--- config.mk ---
export PLATFORM = sky130hd
export DESIGN_NAME = rgb_sequencer
export DESIGN_NICKNAME = d
export VERILOG_FILES = /design/src/rtl/rgb_sequencer.sv
export SDC_FILE = /design/constraint.sdc
export NUM_CORES = 1
export LEC_CHECK = 0
export BUFFER_PORTS_ARGS = -buffer_cell sky130_fd_sc_hd__buf_2
export CAP_MARGIN = 5
export CORE_ASPECT_RATIO = 0.9
export CORE_MARGIN = 3
export CORE_UTILIZATION = 59
export CTS_CLUSTER_SIZE = 10
export DETAILED_ROUTE_END_ITERATION = 10
export GPL_ROUTABILITY_DRIVEN = 1
export HOLD_SLACK_MARGIN = 0.1
export PLACE_DENSITY = 0.9
export SLEW_MARGIN = 20
export SYNTH_ARGS = -nofsm -noshare
export SYNTH_HDL_FRONTEND = slang
export SYNTH_SLANG_ARGS = --single-unit
--- constraint.sdc ---
create_clock -name clk -period 7.05 [get_ports clk]
set_input_delay 0 -clock clk [delete_from_list [all_inputs] [get_ports clk]]
set_output_delay 0 -clock clk [all_outputs]
set_load 0.05 [all_outputs]
--- src/rtl/rgb_sequencer.sv ---
// -----------------------------------------------------------------------------
// rgb_sequencer
//
// Purpose:
//   Drives a one-hot R/G/B light through programmable per-colour dwell times.
//   Dwell is counted in prescaled ticks. Four run modes are supported:
//     FWD   : R -> G -> B -> R on each dwell expiry
//     REV   : R -> B -> G -> R on each dwell expiry
//     STEP  : advance forward one colour per cycle that step is high
//     BLINK : colour is held, the light blanks/unblanks on each dwell expiry
//   An enable input freezes the whole block. A one-cycle wrap pulse marks
//   every return to RED, for chaining or display-refresh logic.
//
// Parameters:
//   CNT_W    : width of the dwell inputs and the dwell counter
//   PRESCALE : clk cycles per tick (>= 1); 1 gives a tick every clk
//   PS_W     : prescaler counter width, 2**PS_W >= PRESCALE
//
// Ports:
//   clk       in   system clock, rising edge
//   rst_n     in   asynchronous active-low reset
//   en        in   1 = run, 0 = freeze all state (outputs held, wrap low)
//   mode      in   [1:0] 0 FWD, 1 REV, 2 STEP, 3 BLINK
//   step      in   advance request, used in STEP mode only
//   dwell_r   in   [CNT_W-1:0] red dwell in ticks (0 behaves as 1)
//   dwell_g   in   [CNT_W-1:0] green dwell in ticks (0 behaves as 1)
//   dwell_b   in   [CNT_W-1:0] blue dwell in ticks (0 behaves as 1)
//   light     out  [2:0] one-hot {R,G,B}; 000 while blanked
//   color_idx out  [1:0] current colour 0 R, 1 G, 2 B
//   wrap      out  one-cycle pulse after the edge that moves the state to RED
// -----------------------------------------------------------------------------
module rgb_sequencer #(
  parameter int CNT_W    = 8,
  parameter int PRESCALE = 1,
  parameter int PS_W     = 8
) (
  input  logic             clk,
  input  logic             rst_n,
  input  logic             en,
  input  logic [1:0]       mode,
  input  logic             step,
  input  logic [CNT_W-1:0] dwell_r,
  input  logic [CNT_W-1:0] dwell_g,
  input  logic [CNT_W-1:0] dwell_b,
  output logic [2:0]       light,
  output logic [1:0]       color_idx,
  output logic             wrap
);

  typedef enum logic [1:0] {
    ST_RED   = 2'd0,
    ST_GREEN = 2'd1,
    ST_BLUE  = 2'd2
  } color_e;

  typedef enum logic [1:0] {
    MODE_FWD   = 2'd0,
    MODE_REV   = 2'd1,
    MODE_STEP  = 2'd2,
    MODE_BLINK = 2'd3
  } mode_e;

  localparam logic [PS_W-1:0]  PS_LAST = PS_W'(PRESCALE - 1);
  localparam logic [PS_W-1:0]  PS_ONE  = PS_W'(1);
  localparam logic [CNT_W-1:0] CNT_ONE = CNT_W'(1);

  // Registered state and outputs
  color_e           state_q, state_d;
  logic [CNT_W-1:0] cnt_q, cnt_d;
  logic [PS_W-1:0]  ps_q, ps_d;
  logic             blank_q, blank_d;
  logic [2:0]       light_q, light_d;
  logic [1:0]       color_idx_q, color_idx_d;
  logic             wrap_q, wrap_d;

  // Combinational helpers
  mode_e            mode_s;
  logic             tick;
  logic             expire;
  logic             advance;
  logic [CNT_W-1:0] dwell_sel;
  logic [CNT_W-1:0] dwell_eff;

  assign mode_s = mode_e'(mode);

  // Forward colour order, shared by FWD and STEP.
  function automatic color_e next_fwd(input color_e c);
    case (c)
      ST_RED:   return ST_GREEN;
      ST_GREEN: return ST_BLUE;
      default:  return ST_RED;
    endcase
  endfunction

  // Reverse colour order used by REV.
  function automatic color_e next_rev(input color_e c);
    case (c)
      ST_RED:   return ST_BLUE;
      ST_BLUE:  return ST_GREEN;
      default:  return ST_RED;
    endcase
  endfunction

  // One-hot light pattern for a colour, in {R,G,B} bit order.
  function automatic logic [2:0] one_hot(input color_e c);
    case (c)
      ST_RED:   return 3'b100;
      ST_GREEN: return 3'b010;
      ST_BLUE:  return 3'b001;
      default:  return 3'b000;
    endcase
  endfunction

  // A tick only exists while running in a timed mode; STEP mode parks the
  // prescaler, so it can never produce one there.
  assign tick = en && (mode_s != MODE_STEP) && (ps_q == PS_LAST);

  // Prescaler: counts 0..PRESCALE-1 and wraps on the tick. Held while
  // frozen and forced to zero in STEP so a later timed mode starts clean.
  always_comb begin
    ps_d = ps_q;
    if (en) begin
      if (mode_s == MODE_STEP) begin
        ps_d = '0;
      end else if (tick) begin
        ps_d = '0;
      end else begin
        ps_d = ps_q + PS_ONE;
      end
    end
  end

  // Dwell for the colour currently shown, read live from the inputs.
  // A programmed zero is treated as one tick so every colour is visible.
  always_comb begin
    case (state_q)
      ST_RED:   dwell_sel = dwell_r;
      ST_GREEN: dwell_sel = dwell_g;
      ST_BLUE:  dwell_sel = dwell_b;
      default:  dwell_sel = dwell_r;
    endcase
    dwell_eff = (dwell_sel == '0) ? CNT_ONE : dwell_sel;
  end

  // Expiry uses >= rather than == so that shrinking the dwell below the
  // running count ends the dwell on the very next tick instead of waiting
  // for the counter to wrap around.
  assign expire = tick && (cnt_q >= (dwell_eff - CNT_ONE));

  // Dwell counter: cleared on expiry and in STEP, advanced on other ticks.
  // A mode change between FWD/REV/BLINK keeps the count.
  always_comb begin
    cnt_d = cnt_q;
    if (en) begin
      if ((mode_s == MODE_STEP) || expire) begin
        cnt_d = '0;
      end else if (tick) begin
        cnt_d = cnt_q + CNT_ONE;
      end
    end
  end

  // Colour state machine. Direction is taken from mode at the moment of
  // expiry; BLINK never moves the colour. advance marks a real colour move
  // so wrap can be derived from it.
  always_comb begin
    state_d = state_q;
    advance = 1'b0;
    if (en) begin
      case (mode_s)
        MODE_FWD: begin
          if (expire) begin
            state_d = next_fwd(state_q);
            advance = 1'b1;
          end
        end
        MODE_REV: begin
          if (expire) begin
            state_d = next_rev(state_q);
            advance = 1'b1;
          end
        end
        MODE_STEP: begin
          if (step) begin
            state_d = next_fwd(state_q);
            advance = 1'b1;
          end
        end
        default: begin
          state_d = state_q;
        end
      endcase
    end
  end

  // Blank flag: toggles on each expiry in BLINK and is cleared in any other
  // mode, so leaving BLINK restores the light on the following edge.
  always_comb begin
    blank_d = blank_q;
    if (en) begin
      if (mode_s == MODE_BLINK) begin
        if (expire) begin
          blank_d = ~blank_q;
        end
      end else begin
        blank_d = 1'b0;
      end
    end
  end

  // Output values are computed from the next state so that light and
  // color_idx update on the same edge as the colour itself. wrap only fires
  // on a genuine move into RED, which never happens while frozen or blinking.
  always_comb begin
    color_idx_d = state_d;
    light_d     = blank_d ? 3'b000 : one_hot(state_d);
    wrap_d      = advance && (state_d == ST_RED);
  end

  // State and output registers.
  always_ff @(posedge clk or negedge rst_n) begin
    if (!rst_n) begin
      state_q     <= ST_RED;
      cnt_q       <= '0;
      ps_q        <= '0;
      blank_q     <= 1'b0;
      light_q     <= 3'b100;
      color_idx_q <= 2'd0;
      wrap_q      <= 1'b0;
    end else begin
      state_q     <= state_d;
      cnt_q       <= cnt_d;
      ps_q        <= ps_d;
      blank_q     <= blank_d;
      light_q     <= light_d;
      color_idx_q <= color_idx_d;
      wrap_q      <= wrap_d;
    end
  end

  assign light     = light_q;
  assign color_idx = color_idx_q;
  assign wrap      = wrap_q;

endmodule

==> flow_metrics.env <==
export IMPL_outcome="complete, no violations"
export IMPL_p_per_area_nw_per_um2=383
export IMPL_diodes=0
export IMPL_syn_inst=197
export IMPL_cts_buffer_depth=2
export IMPL_ir_worst_vdd_mv=0.205
export IMPL_seq_area_sq_um=577
export IMPL_clock_latency_ps=320
export IMPL_track_usage=0.209
export IMPL_die_area_sq_um=3640
export IMPL_fp_dieH_microns=57.6
export IMPL_grt_most_used_layer="met2"
export IMPL_required_ps=7260
export IMPL_postLayoutCellArea_sq_um=2000
export IMPL_syn_avg_cell_area_sq_um=8.85
export IMPL_finalCritPeriodShare=0.589
export IMPL_pin_count=36
export IMPL_start_util=0.624
export IMPL_gr_total_overflow=0
export IMPL_cts_tree="built"
export IMPL_layout_setup_ws_ps=2900
export IMPL_setup_viol=0
export IMPL_hold_viol_final=0
export IMPL_leakage_nw=0.940
export IMPL_grt_pass1_vias=1418
export IMPL_cts_sinks=23
export IMPL_gr_usage_met3=0.0433
export IMPL_dpl_hpwl_microns=2770
export IMPL_grtUsageMet2=0.344
export IMPL_postRouteAntennaNets=0
export IMPL_root_buffer="clkbuf_4"
export IMPL_drive_above_1_share=0.224
export IMPL_critPathKind="flop to flop"
export IMPL_synth_fp_nets=242
export IMPL_grt_max_degree=24
export IMPL_fin_hold_ws_ps=124
export IMPL_cp_end_kind="flop"
export IMPL_placed_area_sq_um=1940
export IMPL_dp_cells=265
export IMPL_async_reset_ff_frac=1.00
export IMPL_preCtsSetupSlack_ps=2930
export IMPL_min_path_type="input pin to flop"
export IMPL_finalNonFillerCells=272
export IMPL_area_growth_synth_to_final_pct=14.9
export IMPL_antenna_found_initial=0
export IMPL_seq_area_frac_synth=0.331
export IMPL_max_freq_mhz=241
export IMPL_rsz0062_at_grt="no"
export IMPL_yosysUniqueCellTypes=45
export IMPL_finalSetupTns_ps=0
export IMPL_yosys_warnings=0
export IMPL_drc=0
export IMPL_drtIter0Drc=73
export IMPL_relSlewSlack=0.655
export IMPL_cts_buffers=3
export IMPL_cp_max_fo=18
export IMPL_vias_per_cell=5.67
export IMPL_multi_input_area_sq_um=1110
export IMPL_wire_per_inst_microns=12.9
export IMPL_final_nets=278
export IMPL_synth_edf_count=0
export IMPL_worstMarginPinSlew_ps=517
export IMPL_ys_seq_elements=23
export IMPL_die_w_microns=63.3
export IMPL_grt_pass1_wl_microns=6170
export IMPL_core_sq_um=2790
export IMPL_synth_ff_type="dfrtp_1"
export IMPL_worst_clock_skew_ps=6.53
export IMPL_fin_crit_ps=4150
export IMPL_fillers=231
export IMPL_crit_arrival_ps=4360
export IMPL_cts_max_level=1
export IMPL_syn_area_sq_um=1740
export IMPL_start_kind="flop"
export IMPL_firstDrtPassIters=5
export IMPL_drt_wl_total_microns=3520
export IMPL_globalplace_congestion=0.820
export IMPL_clkTransAtPathRegs_ps=130
export IMPL_fp_row_count=18
export IMPL_vias=1543
export IMPL_portBuffers=35
export IMPL_max_cap_violations=0
export IMPL_drv_slew=0
export IMPL_use_met1=0.284
layout by cell type, fill, tap and decap left out, drive strengths merged, types with 3 or more instances in the layout:
| master | n |
|---|---|
| and3 | 3 |
| nor2 | 24 |
| mux2 | 4 |
| nand4 | 5 |
| nor2b | 4 |
| inv | 9 |
| a21oi | 16 |
| o21ai | 8 |
| nand2 | 19 |
| nor3 | 4 |
| nand3 | 6 |
| ha | 15 |
| clkbuf | 3 |
| xor2 | 10 |
| a22oi | 7 |
| a211oi | 3 |
| and2 | 3 |
| buf | 35 |
| dlygate4sd3 | 3 |
| xnor2 | 4 |
| dfrtp | 22 |
cell usage after synthesis, drive strengths merged, types with 5 or more instances:
| cell | n | area (sq um) |
|---|---|---|
| a21oi | 16 | 80.1 |
| clkbuf | 6 | 22.5 |
| a22oi | 7 | 52.6 |
| nor2 | 24 | 90.1 |
| o21ai | 8 | 51.3 |
| nand4 | 5 | 31.3 |
| nand2 | 19 | 71.3 |
| dfrtp | 22 | 551 |
| ha | 15 | 188 |
| inv | 9 | 33.8 |
| nand3 | 6 | 30.0 |
| xor2 | 10 | 87.6 |
through the flow:
| step | power [mW] | util |
|---|---|---|
| after floorplan | 0.608 | - |
| after global placement | 0.688 | 0.695 |
| after detailed placement | 0.705 | 0.695 |
| after CTS | 0.773 | 0.717 |
| after global routing | 0.841 | 0.717 |
| final | 0.767 | 0.717 |
layout make-up:
type | instances | area share
clock buffers | 3 | 0.0113
clock inverters | 1 | 0.00375
inverters | 9 | 0.0169
multi-input cells | 158 | 0.552
flip-flops and latches | 23 | 0.288
well taps | 40 | 0.0250
repair buffers | 38 | 0.103
where the power goes:
part / switching (mW) / internal, mW / leakage, nW
logic: 0.312 / 0.196 / 0.621
clock network: 0.0423 / 0.0217 / 0.0139
registers: 0.0302 / 0.165 / 0.305
final timing paths:
check	start	to	slack (ps)	cells after the start
max reg2reg	color_idx[1]$_DFF_PN0_	wrap$_DFF_PN0_	2900	16
max in group asynchronous	rst_n	light[2]$_DFF_PN1_	6530	2
max	color_idx[1]$_DFF_PN0_	wrap$_DFF_PN0_	2900	16
min	mode[0]	light[2]$_DFF_PN1_	120	4
min in group asynchronous	rst_n	ps_q[3]$_DFFE_PN0P_	150	2
min reg2reg	ps_q[7]$_DFFE_PN0P_	ps_q[7]$_DFFE_PN0P_	570	2
layer usage:
layer,wire (microns),share of wire
met5,0,0
met4,34,0.0097
met3,231,0.066
met2,1590,0.45
met1,1670,0.47
worst max-delay path, cell delays in order (launching register included):
cell and delay (ps):
dfrtp_1 440, inv_1 90, ha_1 570, nor2_1 90, a21oi_1 340, nor2_1 160
a31oi_1 260, ha_1 250, nand3_1 110, xnor2_1 150, ha_1 290, nand4_1 140
nor4_4 320, a32oi_4 190, mux2_4 250, inv_2 50, a2111oi_1 340
kinds of logic (layout without fill, tap and decap cells):
family                   Yosys count  in the layout  synth area share
multiplexers                       4              4            0.0302
XOR/XNOR                          14             14            0.0703
buffers and inverters             16             51            0.0345
flip-flops                        23             23             0.331
AND/OR/NAND/NOR                   77             77             0.225
AO/OA/AOI/OAI                     48             48             0.202
adder cells (fa/ha/maj)           15             15             0.108
sequential cells by signal, indices dropped and copies added (netlist names):
name and count:
wrap 1, blank_q 1, light 3, color_idx 2, cnt_q 8, ps_q 8
repair_timing:
action	in CTS	in global routing
setup endpoints to repair	0	0
resized for setup	0	0
hold endpoints to repair	25	0
setup buffers	0	0
hold buffers	3	0
No activity file was read; power rests on OpenSTA's default activity.
